**src/rtl/mem_arbiter_if.sv**
```systemverilog
// Request/ack and memory-port bundle shared by the fetch path, the data path and the arbiter.
// The requester/memory side uses the master view and the arbiter uses the slave view.
interface mem_arbiter_if;
    logic        if_req;
    logic [63:0] if_addr;
    logic        if_ack;
    logic        d_req;
    logic        d_we;
    logic [63:0] d_addr;
    logic [63:0] d_wdata;
    logic        d_ack;
    logic [63:0] rdata;
    logic        mem_en;
    logic        mem_we;
    logic [63:0] mem_addr;
    logic [63:0] mem_wdata;
    logic [63:0] mem_rdata;
    logic        owner;
    logic        busy;

    modport slave (
        input  if_req, if_addr, d_req, d_we, d_addr, d_wdata, mem_rdata,
        output if_ack, d_ack, rdata, mem_en, mem_we, mem_addr, mem_wdata, owner, busy
    );

    modport master (
        output if_req, if_addr, d_req, d_we, d_addr, d_wdata, mem_rdata,
        input  if_ack, d_ack, rdata, mem_en, mem_we, mem_addr, mem_wdata, owner, busy
    );
endinterface

```
**src/rtl/mem_arbiter.sv**
```systemverilog
// Shares one single-ported memory between fetch and data; data wins unless fetch has starved.
// Grant -> MEM_LAT BUSY cycles -> one RESP cycle with ack; requests are only sampled in IDLE.
module mem_arbiter #(
    parameter int unsigned MEM_LAT    = 2,
    parameter int unsigned STARVE_MAX = 3
) (
    input  logic          clock,
    input  logic          reset,
    mem_arbiter_if.slave  bus
);
    typedef enum logic [1:0] {
        S_IDLE = 2'b00,
        S_BUSY = 2'b01,
        S_RESP = 2'b10
    } state_t;

    localparam logic [3:0] LAT_INIT   = 4'(MEM_LAT - 1);
    localparam logic [3:0] STARVE_LIM = 4'(STARVE_MAX);

    state_t      r_state;
    state_t      w_state_nxt;
    logic        w_grant;
    logic        w_grant_d;
    logic [3:0]  r_lat_cnt;
    logic [3:0]  r_starve_cnt;
    logic        r_owner;
    logic        r_we;
    logic [63:0] r_addr;
    logic [63:0] r_wdata;
    logic [63:0] r_rdata;

    always_comb begin
        w_state_nxt = S_IDLE;
        w_grant     = 1'b0;
        w_grant_d   = 1'b0;
        case (r_state)
            S_IDLE: begin
                // Data keeps priority only while fetch has not been passed over STARVE_MAX times.
                if (bus.d_req && (!bus.if_req || (r_starve_cnt < STARVE_LIM))) begin
                    w_grant     = 1'b1;
                    w_grant_d   = 1'b1;
                    w_state_nxt = S_BUSY;
                end else if (bus.if_req) begin
                    w_grant     = 1'b1;
                    w_state_nxt = S_BUSY;
                end
            end
            S_BUSY:  w_state_nxt = (r_lat_cnt == 4'd0) ? S_RESP : S_BUSY;
            S_RESP:  w_state_nxt = S_IDLE;
            default: w_state_nxt = S_IDLE;
        endcase
    end

    always_ff @(posedge clock) begin
        if (!reset) begin
            r_state      <= S_IDLE;
            r_lat_cnt    <= 4'd0;
            r_starve_cnt <= 4'd0;
            r_owner      <= 1'b0;
            r_we         <= 1'b0;
            r_addr       <= '0;
            r_wdata      <= '0;
            r_rdata      <= '0;
        end else begin
            r_state <= w_state_nxt;
            if (w_grant) begin
                r_owner   <= w_grant_d;
                r_we      <= w_grant_d & bus.d_we;
                r_addr    <= w_grant_d ? bus.d_addr : bus.if_addr;
                r_wdata   <= w_grant_d ? bus.d_wdata : '0;
                r_lat_cnt <= LAT_INIT;
                if (!w_grant_d) begin
                    r_starve_cnt <= 4'd0;
                end else if (bus.if_req && (r_starve_cnt != 4'hF)) begin
                    r_starve_cnt <= r_starve_cnt + 4'd1;
                end
            end
            if (r_state == S_BUSY) begin
                if (r_lat_cnt != 4'd0) begin
                    r_lat_cnt <= r_lat_cnt - 4'd1;
                end else if (!r_we) begin
                    r_rdata <= bus.mem_rdata;
                end
            end
        end
    end

    assign bus.mem_en    = (r_state == S_BUSY);
    assign bus.mem_we    = (r_state == S_BUSY) & r_we;
    assign bus.mem_addr  = r_addr;
    assign bus.mem_wdata = r_wdata;
    assign bus.rdata     = r_rdata;
    assign bus.owner     = r_owner;
    assign bus.busy      = (r_state == S_BUSY) || (r_state == S_RESP);
    assign bus.if_ack    = (r_state == S_RESP) & ~r_owner;
    assign bus.d_ack     = (r_state == S_RESP) & r_owner;
endmodule
```
**src/flat_wrapper.sv**
```systemverilog
// flat-port wrapper written by rule: the top's interface ports become plain ports
module mem_arbiter_flat 
#(
    parameter int unsigned MEM_LAT    = 2,
    parameter int unsigned STARVE_MAX = 3
)
  (clock, reset, bus_if_req, bus_if_addr, bus_d_req, bus_d_we, bus_d_addr, bus_d_wdata, bus_mem_rdata, bus_if_ack, bus_d_ack, bus_rdata, bus_mem_en, bus_mem_we, bus_mem_addr, bus_mem_wdata, bus_owner, bus_busy);
  mem_arbiter_if bus_i ();
  input  logic clock;
  input  logic reset;
  input wire logic [$bits(bus_i.if_req)-1:0] bus_if_req;
  input wire logic [$bits(bus_i.if_addr)-1:0] bus_if_addr;
  input wire logic [$bits(bus_i.d_req)-1:0] bus_d_req;
  input wire logic [$bits(bus_i.d_we)-1:0] bus_d_we;
  input wire logic [$bits(bus_i.d_addr)-1:0] bus_d_addr;
  input wire logic [$bits(bus_i.d_wdata)-1:0] bus_d_wdata;
  input wire logic [$bits(bus_i.mem_rdata)-1:0] bus_mem_rdata;
  output wire logic [$bits(bus_i.if_ack)-1:0] bus_if_ack;
  output wire logic [$bits(bus_i.d_ack)-1:0] bus_d_ack;
  output wire logic [$bits(bus_i.rdata)-1:0] bus_rdata;
  output wire logic [$bits(bus_i.mem_en)-1:0] bus_mem_en;
  output wire logic [$bits(bus_i.mem_we)-1:0] bus_mem_we;
  output wire logic [$bits(bus_i.mem_addr)-1:0] bus_mem_addr;
  output wire logic [$bits(bus_i.mem_wdata)-1:0] bus_mem_wdata;
  output wire logic [$bits(bus_i.owner)-1:0] bus_owner;
  output wire logic [$bits(bus_i.busy)-1:0] bus_busy;
  assign bus_i.if_req = bus_if_req;
  assign bus_i.if_addr = bus_if_addr;
  assign bus_i.d_req = bus_d_req;
  assign bus_i.d_we = bus_d_we;
  assign bus_i.d_addr = bus_d_addr;
  assign bus_i.d_wdata = bus_d_wdata;
  assign bus_i.mem_rdata = bus_mem_rdata;
  assign bus_if_ack = bus_i.if_ack;
  assign bus_d_ack = bus_i.d_ack;
  assign bus_rdata = bus_i.rdata;
  assign bus_mem_en = bus_i.mem_en;
  assign bus_mem_we = bus_i.mem_we;
  assign bus_mem_addr = bus_i.mem_addr;
  assign bus_mem_wdata = bus_i.mem_wdata;
  assign bus_owner = bus_i.owner;
  assign bus_busy = bus_i.busy;
  mem_arbiter #(.MEM_LAT(MEM_LAT), .STARVE_MAX(STARVE_MAX)) u_core (.clock(clock), .reset(reset), .bus(bus_i));
endmodule
```
**config.mk**
```make
export PLATFORM = sky130hd
export DESIGN_NAME = mem_arbiter_flat
export DESIGN_NICKNAME = d
export VERILOG_FILES = /design/src/rtl/mem_arbiter_if.sv /design/src/rtl/mem_arbiter.sv /design/src/flat_wrapper.sv
export SDC_FILE = /design/constraint.sdc
export NUM_CORES = 1
export LEC_CHECK = 0
export ABC_AREA = 1
export ABC_CLOCK_PERIOD_IN_PS = 2000
export CAP_MARGIN = 20
export CELL_PAD_IN_SITES_DETAIL_PLACEMENT = 0
export CELL_PAD_IN_SITES_GLOBAL_PLACEMENT = 2
export CORE_ASPECT_RATIO = 1.4
export CORE_MARGIN = 10
export CORE_UTILIZATION = 20
export DETAILED_ROUTE_END_ITERATION = 12
export PLACE_DENSITY = 0.81
export SLEW_MARGIN = 20
export SYNTH_ARGS = -nofsm -noshare
export SYNTH_HDL_FRONTEND = slang
export SYNTH_SLANG_ARGS = --single-unit
```
**constraint.sdc**
```tcl
create_clock -name clock -period 2 [get_ports clock]
set_input_delay 0.2 -clock clock [delete_from_list [all_inputs] [get_ports clock]]
set_output_delay 0.2 -clock clock [all_outputs]
set_load 0.02 [all_outputs]
```
==> summary.txt, run 1 <==
Critical path
  • CP max stage cell: dlygate4sd2_1
  • WP depth: 5
  • Worst path bufs/invs: 3
  • Worst-case reg-to-reg path depth: 12
  • Critical path arrival: between 1.5 and 2 ns
  • Max stage delay on crit path: 0.35 ns
  • Worst Path Required: between 1.5 and 2 ns
  • Startpoint type of the worst setup path: flip-flop
  • Family with the most delay on the worst path: buffers and inverters
  • Critical Path Sink Type: output pin
  • Critical-path maximum fanout: 5
  • Crit path cell chain: inv_1, ha_1, nand2_1, inv_1, dlygate4sd2_1
  • Cell mode on critical path: inv_1
  • CP Class: reg -> out

Yosys
  • Synthesized instance count: 1196
  • Mean Syn Cell Area: between 7 and 8 um^2
  • Mapped Nets: 1462
  • Ys Warns: 0
  • Synth area leaders: dfxtp_1 (48%), nand2_1 (15%), nand3_1 (12%)
  • Sequential share of the synthesized area: about half
  • Synth top cells by count: nand2_1 (337), dfxtp_1 (204), nand3_1 (197)
  • Cell variety after synth: 21
  • Register bit total from synthesis: slightly above 200
  • Number of synthesized flops with an enable pin: 0
  • Area share of the largest cell type after synthesis: about half
  • Synthesized area: ~0.0085 mm^2
  • Top-count cell post-synth: nand2_1
  • Most common flop cell mapped by yosys: dfxtp_1
  • Async S/R FF share, synth: 0%
  • Yosys top cell by area: dfxtp_1

CTS
  • CTS tree: done
  • Insertion delay to the later sink of the worst-skew pair: between 0.5 and 0.6 ns
  • Hold bufs inserted after CTS: 0
  • TritonCTS buffer count: 24
  • Clk sinks: 204
  • Clock transition at path regs: ~0.060 ns
  • CTS root buffer: clkbuf_16
  • H-Tree Level Count: 1
  • Clock buffer depth: 3

STA
  • Fin Setup TNS: 0 ns
  • Max frequency: 0.538 GHz
  • Final period utilization: slightly above 90%
  • Relative slew slack: roughly 72%
  • RSZ-0062 raised after global routing: false
  • Minimum clock period: between 1.5 and 2 ns
  • Final setup vio count: 0
  • Max-slew violations: 0
  • Fin. Hold Viols: 0
  • Actual slew at the worst max-slew pin: 0.421 ns
  • Final Skew: 0.0173 ns

GRT
  • Vias in the first global route: about 9.2k
  • First-pass GRT wire length: 57800 um
  • Initial antenna violation count: 4
  • Largest net degree at the start of global routing: 69
  • Grt total ovfl: 0
  • Total track usage: between 10% and 20%

Placed design
  • # port buffers: 458
  • Placed insts: approximately 2.1k
  • Post-DP HPWL: between 20000 and 30000 um
  • GPL Wtd Cong: ~0.79

Floorplan
  • Die W: about 190 um
  • Rows: 89
  • Starting Density: 20.2%
  • Die area: roughly 0.051 mm^2
  • Core area: roughly 0.042 mm^2
  • Num ports: between 400 and 500
  • Die Span Y: approximately 260 um

Route
  • Post-DR wirelength/cell: around 18 um
  • Violation count after the first detailed-routing iteration: between 300 and 400
  • 1st-pass router iterations: 4
  • Routed via count: 9197
  • Routed vias/inst: roughly 4.2
  • ANT nets after route: 0
  • WL final: 38600 um
  • DRC: 0

Layout
  • Share of layout cells above drive strength 1: just under 5%
  • P&R area growth vs syn: 70.8%
  • Final Util: around a third
  • Nets: roughly 1.9k
  • Final non-filler cell total: 2186

Flow run
  • Max_cap viols: 0

Outcome
  • Outcome: complete, no violations

Worst hold path
  • Hold Path Depth: 3
  • Worst min-delay path class: in -> reg

Power and ir drop
  • Leakage Power: roughly 0.0062 uW
  • Worst-case vdd ir drop: 0.517 mV
  • Pwr dens: just under 900 mW/mm^2
[cell families after synthesis]
family | synth area share, %
and+or+nand+nor | 27.6
buffers and inverters | 11.5
DFF | 48.1
adders and majority gates | 0.737
xor gates and xnor gates | 0.103
AOI/OAI and AO/OA | 12.0
[layout make-up]
| cell class | count | area [um^2] |
|---|---|---|
| Antenna cell | 3 | 7.51 |
| Clock buffer | 40 | 741 |
| Clock inverter | 2 | 21.3 |
| Fill cell | 4469 | 27600 |
| Inverter | 145 | 551 |
| Multi-Input combinational cell | 757 | 3440 |
| Sequential cell | 204 | 4080 |
| Tap cell | 546 | 683 |
| Timing Repair Buffer | 489 | 4970 |
[routing by layer]
layer	GRT usage (%)	share of wire (%)	vias up	wire [um]
li1	-	-	4647	-
met5	0	0.029	-	11
met1	15.1	38	4186	14700
met4	5.96	3.6	2	1370
met2	25.3	51	292	19700
met3	4.09	7.2	70	2770
[what timing repair did]
item,CTS,global route
resized for setup,5,2
setup buffers,0,1
endpoints found under the hold margin,0,0
pin swaps,0,1
endpoints found under the setup margin,5,4
[flip-flops by register name, summed over array words and instances, names as in the netlist]
name and cells:
u_core.bus.mem_addr 64, u_core.bus.mem_wdata 64, u_core.bus.owner 1, u_core.bus.rdata 64, u_core.r_lat_cnt 4, u_core.r_starve_cnt 4, u_core.r_state 2, u_core.r_we 1
[worst paths after layout]
path	to	slack [ns]	startpoint
worst min-delay path	u_core.r_lat_cnt[0]	0.11	reset
worst max register to register	u_core.bus.mem_addr[42]	0.21	u_core.r_state[0]
worst max-delay path	bus_mem_we	0.14	u_core.r_state[1]
worst min register to register	u_core.r_starve_cnt[2]	0.44	u_core.r_starve_cnt[2]
[layout by cell type (no fill, tap or decap), drive strengths merged]
cell type / n
clkdlybuf4s50: 452
nand2: 337
dfxtp: 204
nand3: 198
inv: 144
a21oi: 136
o21ai: 67
clkbuf: 40
buf: 32
nor2: 8
ha: 5
dlygate4sd2: 5
diode: 3
clkinv: 3
nor3: 3
nand3b: 1
xor2: 1
or2: 1
[metrics by stage]
step | hold WS, ns | area [um^2] | setup WS (ns) | total power, uW
floorplan | 0.343 | 8490 | 0.416 | 6660
global placement | 0.437 | 13700 | 0.149 | 8620
detailed placement | 0.435 | 13700 | 0.131 | 8630
CTS | 0.0746 | 14500 | 0.0924 | 13100
global route | 0.102 | 14500 | 0.0321 | 13500
finish | 0.112 | 14500 | 0.141 | 12800
[worst reg2reg max path, stage by stage (launching register included)]
cell      delay [ns]
dfxtp_1         0.34
inv_1           0.07
ha_1            0.21
nand2_1         0.11
inv_4           0.07
nor2_4          0.11
clkinv_2        0.10
buf_12          0.18
buf_4           0.23
o21ai_0         0.15
inv_1           0.05
nand2_1         0.06
inv_1           0.03
[report_power, final]
group          switching (uW)  leakage [uW]  internal, uW  total (uW)
Sequential                222       0.00167          4500        4720
Combinational            2040       0.00412          1730        3770
Clock                    1790      0.000374          2510        4300
No activity file was read; power rests on OpenSTA's default activity.
==> inputs of run 2 (changes only) <==
--- a/config.mk
+++ b/config.mk
@@ -14,7 +14,7 @@
 export CORE_MARGIN = 10
 export CORE_UTILIZATION = 20
 export DETAILED_ROUTE_END_ITERATION = 12
-export PLACE_DENSITY = 0.81
+export PLACE_DENSITY_LB_ADDON = 0.1
 export SLEW_MARGIN = 20
 export SYNTH_ARGS = -nofsm -noshare
 export SYNTH_HDL_FRONTEND = slang
==> run 2 against run 1 <==
Against the previous run: global-route usage is 0.95 points higher; largest power group unchanged; sequential share of layout area rose by 0.10 points; critical path type unchanged; via count decreased by 1.1%; die area unchanged; largest cell class unchanged; sequential cell count unchanged.
==> summary.txt, run 2 (synthesis results as in run 1) <==
Floorplan
  • Starting Density: between 20% and 30%
  • Core area: about 0.042 mm^2
  • Rows: 89
  • Die W: 194 um
  • Die area: approximately 0.051 mm^2
  • Die Span Y: between 200 and 300 um
  • Num ports: between 400 and 500

Route
  • DRC: 0
  • Violation count after the first detailed-routing iteration: approximately 330
  • ANT nets after route: 0
  • Post-DR wirelength/cell: approximately 19 um
  • Routed vias/inst: ~4.2
  • WL final: about 41000 um
  • Routed via count: between 9k and 10k
  • 1st-pass router iterations: 4

Critical path
  • Critical-path maximum fanout: 4
  • Critical path arrival: 1.69 ns
  • CP Class: reg -> out
  • WP depth: 1
  • CP max stage cell: clkdlybuf4s50_1
  • Worst Path Required: 1.80 ns
  • Startpoint type of the worst setup path: flip-flop
  • Crit path cell chain: clkdlybuf4s50_1
  • Max stage delay on crit path: between 0.7 and 0.8 ns
  • Family with the most delay on the worst path: buffers and inverters
  • Critical Path Sink Type: output pin
  • Worst-case reg-to-reg path depth: 11
  • Worst path bufs/invs: 1

STA
  • Final setup vio count: 0
  • Fin. Hold Viols: 0
  • Final period utilization: 94.3%
  • Max-slew violations: 0
  • RSZ-0062 raised after global routing: false
  • Max frequency: between 0.5 and 0.6 GHz
  • Actual slew at the worst max-slew pin: between 0.5 and 0.6 ns
  • Relative slew slack: ~65%
  • Fin Setup TNS: 0 ns
  • Minimum clock period: between 1.5 and 2 ns
  • Final Skew: 0.0347 ns

CTS
  • Clk sinks: slightly above 200
  • Insertion delay to the later sink of the worst-skew pair: around 0.57 ns
  • TritonCTS buffer count: 26
  • Clock transition at path regs: ~0.06 ns
  • Clock buffer depth: 3
  • Hold bufs inserted after CTS: 0
  • CTS root buffer: clkbuf_16
  • CTS tree: done
  • H-Tree Level Count: 1

Placed design
  • Post-DP HPWL: around 29000 um
  • # port buffers: 458
  • GPL Wtd Cong: 0.717

Layout
  • P&R area growth vs syn: 70.1%
  • Final Util: 34.3%
  • Most common cell after layout, fill and taps aside: clkdlybuf4s50_1
  • Commonest cells after routing, fill and taps aside: clkdlybuf4s50_1 (452), nand2_1 (334), dfxtp_1 (204)
  • Share of layout cells above drive strength 1: 4.55%
  • Multi-input logic area: 0.00344 mm^2
  • Fillcell total: 4487
  • Nets: approximately 1.9k
  • Flip-flop and latch area: slightly above 0.004 mm^2

Power and ir drop
  • Leakage Power: just over 0.006 uW
  • Worst-case vdd ir drop: 0.574 mV
  • Pwr dens: ~890 mW/mm^2

Worst hold path
  • Hold Path Depth: 3
  • Worst min-delay path class: in -> reg

GRT
  • Largest net degree at the start of global routing: 85
  • Initial antenna violation count: 3
  • Vias in the first global route: between 9k and 10k
  • Grt total ovfl: 0
  • Total track usage: 15.1%
  • First-pass GRT wire length: between 60000 and 70000 um

Flow run
  • Max_cap viols: 0

Outcome
  • Outcome: complete, no violations
==> run 2: what timing repair did <==
| item | 4_1_cts | 5_1_grt |
|---|---|---|
| resized for setup | 7 | 1 |
| endpoints found under the setup margin | 5 | 2 |
| setup buffers | 0 | 0 |
==> run 2: metal layers <==
metal / global-route usage (%) / part of all wire (%)
met2: 27.3 / 52
met3: 5.84 / 8.9
met4: 3.88 / 1.4
met1: 15.9 / 38
met5: 0 / 0
==> run 2: power by group <==
group	total [uW]	internal, uW	leakage [uW]	switching [uW]
combinational	3760	1710	0.00407	2050
sequential	4720	4500	0.00167	217
clock	4410	2470	0.000386	1940
==> run 2: cell type report <==
type                            instances  area share [%]
Antenna cell                            2          0.0347
Clock buffer                           35            4.88
Clock inverter                         10           0.537
Inverter                              145            3.82
Multi-Input combinational cell        757            23.8
Sequential cell                       204            28.3
Tap cell                              546            4.73
Timing Repair Buffer                  477            33.9
==> run 2: path summary, 6_finish.rpt <==
kind	start	end	slack (ns)
setup / recovery	u_core.bus.owner	bus_owner	0.11
hold / removal	reset	u_core.r_state[0]	0.08
setup reg to reg	u_core.r_state[0]	u_core.bus.mem_addr[53]	0.27
hold reg to reg	u_core.r_starve_cnt[2]	u_core.r_starve_cnt[2]	0.44
==> run 2: through the flow <==
step           hold slack [ns]  instance area, um^2  instances  total power (uW)  worst slack, ns
6_report                0.0820                14400       2176             12900            0.113
5_1_grt                 0.0693                14400       2176             13700          0.00865
4_1_cts                 0.0605                14400       2174             13200           0.0389
3_5_place_dp             0.438                13700       2129              8660            0.202
3_3_place_gp             0.438                13700       2129              8650            0.229
2_1_floorplan            0.343                 8490       1196              6660            0.416
==> run 2: worst reg2reg max path, stage by stage (launching register included) <==
cell	delay [ns]
dfxtp_1	0.33
inv_1	0.06
ha_1	0.21
nand2_1	0.11
inv_4	0.08
nor2_4	0.17
inv_4	0.09
buf_12	0.20
o21ai_0	0.20
inv_1	0.06
nand2_1	0.06
inv_1	0.03
==> inputs of run 3 (changes only) <==
--- a/config.mk
+++ b/config.mk
@@ -5,15 +5,14 @@
 export SDC_FILE = /design/constraint.sdc
 export NUM_CORES = 1
 export LEC_CHECK = 0
-export ABC_AREA = 1
 export ABC_CLOCK_PERIOD_IN_PS = 2000
-export CAP_MARGIN = 20
+export CAP_MARGIN = 10
 export CELL_PAD_IN_SITES_DETAIL_PLACEMENT = 0
 export CELL_PAD_IN_SITES_GLOBAL_PLACEMENT = 2
-export CORE_ASPECT_RATIO = 1.4
-export CORE_MARGIN = 10
-export CORE_UTILIZATION = 20
+export CORE_AREA = 10 10 169 171
 export DETAILED_ROUTE_END_ITERATION = 12
+export DIE_AREA = 0 0 179 181
+export DONT_BUFFER_PORTS = 1
 export PLACE_DENSITY_LB_ADDON = 0.1
 export SLEW_MARGIN = 20
 export SYNTH_ARGS = -nofsm -noshare
==> run 3 against run 2 <==
Against the previous run: synthesized cell count is 41% lower; synthesized area shrank 9.6%; the run now fails in 4_1_cts.
==> summary.txt, run 3 <==
Outcome
  • Outcome: stopped before the end
  • Stopping stage: 4_1_cts
  • Run Error: [ERROR RSZ-0060] Max buffer count reached.

Floorplan
  • Rows: a little under 60
  • Num ports: ~460
  • Die W: 179 um
  • Die Span Y: approximately 180 um
  • Starting Density: between 30% and 40%

Placed design
  • Post-DP HPWL: approximately 20000 um
  • # port buffers: 0
  • GPL Wtd Cong: ~0.75

CTS
  • Cts repair resizes: 0
  • Clock buffer depth: 3
  • CTS root buffer: clkbuf_16
  • Total setup buffers inserted after CTS: 0
  • H-Tree Level Count: 1
  • TritonCTS buffer count: 24
  • Clk sinks: about 200
  • Hold bufs inserted after CTS: between 200 and 250

Yosys
  • Synth top cells by count: dfxtp_1 (204), nand2_1 (130), a22o_1 (65), mux2i_1 (65), o21a_1 (65)
  • Synthesized instance count: 707
  • Register bit total from synthesis: 204
  • Synthesized area: around 0.0077 mm^2
  • Cell variety after synth: 37
  • Mapped Nets: ~970
  • Mean Syn Cell Area: about 11 um^2
  • Number of synthesized flops with an enable pin: 0
  • Yosys top cell by area: dfxtp_1
  • Synth area leaders: dfxtp_1 (53%), o221a_2 (8.7%), mux2i_1 (8.5%)
  • Sequential share of the synthesized area: a little over half
  • Async S/R FF share, synth: 0%
  • Most common flop cell mapped by yosys: dfxtp_1
  • Area share of the largest cell type after synthesis: a little over half
  • Top-count cell post-synth: dfxtp_1
  • Ys Warns: 0
-- run 3: cell count changes after synthesis, sizes merged, moves of 4 or more --
| cell | before | now |
|---|---|---|
| nor2 | 8 | 3 |
| nand3 | 198 | 6 |
| inv | 145 | 6 |
| buf | 51 | 29 |
| a21oi | 136 | 2 |
| mux2i | 0 | 65 |
| clkbuf | 39 | 35 |
| o221a | 0 | 64 |
| o21a | 0 | 65 |
| a22o | 0 | 65 |
| nand2 | 337 | 130 |
| o21ai | 67 | 3 |
-- run 3: cells by family after synthesis --
logic type                 synth area share (%)
AOI/OAI and AO/OA                          24.2
buffers and inverters                      4.65
muxes                                      8.48
adders and majority gates                 0.816
DFF                                        53.3
and+or+nand+nor                            8.61
-- run 3: per-stage QoR --
| step | utilization [%] | hold WS (ns) | worst slack, ns | instance area [um^2] | cells |
|---|---|---|---|---|---|
| 3_3_place_gp | 31.7 | 0.333 | 0.158 | 7930 | 985 |
| 2_1_floorplan | - | 0.333 | 0.213 | 7670 | 707 |
| 3_5_place_dp | 31.7 | 0.336 | 0.0992 | 7930 | 985 |
==> inputs of run 4 (changes only) <==
--- a/config.mk
+++ b/config.mk
@@ -7,13 +7,11 @@
 export LEC_CHECK = 0
 export ABC_CLOCK_PERIOD_IN_PS = 2000
 export CAP_MARGIN = 10
-export CELL_PAD_IN_SITES_DETAIL_PLACEMENT = 0
-export CELL_PAD_IN_SITES_GLOBAL_PLACEMENT = 2
-export CORE_AREA = 10 10 169 171
+export CORE_MARGIN = 10
+export CORE_UTILIZATION = 25
 export DETAILED_ROUTE_END_ITERATION = 12
-export DIE_AREA = 0 0 179 181
 export DONT_BUFFER_PORTS = 1
-export PLACE_DENSITY_LB_ADDON = 0.1
+export PLACE_DENSITY_LB_ADDON = 0.15
 export SLEW_MARGIN = 20
 export SYNTH_ARGS = -nofsm -noshare
 export SYNTH_HDL_FRONTEND = slang
==> run 4 against run 3 <==
Against the previous run: the flow again stops in 4_1_cts; synthesized cell count unchanged; synthesized area unchanged.
==> summary.txt, run 4 <==
Outcome
  • Outcome: stopped before the end
  • Stopping stage: 4_1_cts
  • Run Error: [ERROR RSZ-0060] Max buffer count reached.

Floorplan
  • Starting Density: ~25%
  • Die Span Y: roughly 200 um
  • Num ports: roughly 460
  • Die W: 195 um
  • Rows: 64

CTS
  • Cts repair resizes: 0
  • Clock buffer depth: 3
  • Hold bufs inserted after CTS: 218
  • TritonCTS buffer count: 22
  • Clk sinks: about 200
  • CTS root buffer: clkbuf_16
  • H-Tree Level Count: 1
  • Total setup buffers inserted after CTS: 0

Yosys
  • Top-count cell post-synth: dfxtp_1
  • Most common flop cell mapped by yosys: dfxtp_1
  • Area share of the largest cell type after synthesis: roughly 53%
  • Synthesized instance count: roughly 700
  • Sequential share of the synthesized area: between 50 and 60%
  • Number of synthesized flops with an enable pin: 0
  • Yosys top cell by area: dfxtp_1
  • Synth area leaders: dfxtp_1 (53%), o221a_2 (8.7%), mux2i_1 (8.5%)
  • Synth top cells by count: dfxtp_1 (204), nand2_1 (130), a22o_1 (65), mux2i_1 (65), o21a_1 (65)
  • Cell variety after synth: 37
  • Synthesized area: about 0.0077 mm^2
  • Async S/R FF share, synth: 0%
  • Ys Warns: 0
  • Register bit total from synthesis: approximately 200
  • Mapped Nets: approximately 970
  • Mean Syn Cell Area: around 11 um^2

Placed design
  • GPL Wtd Cong: between 0.7 and 0.8
  • Post-DP HPWL: around 20000 um
  • # port buffers: 0
==> run 4: cell counts after synthesis <==
No cell type changed its count.
==> run 4: logic make-up after synthesis <==
logic type | share of synthesized area (%)
simple gates | 8.61
fa+ha+maj | 0.816
mux | 8.48
buf+inv | 4.65
flops | 53.3
compound gates | 24.2
==> run 4: through the flow <==
stage | instances | area, um^2 | setup slack, ns
floorplan | 707 | 7670 | 0.213
global placement | 1049 | 8030 | 0.274
detailed placement | 1049 | 8030 | 0.236
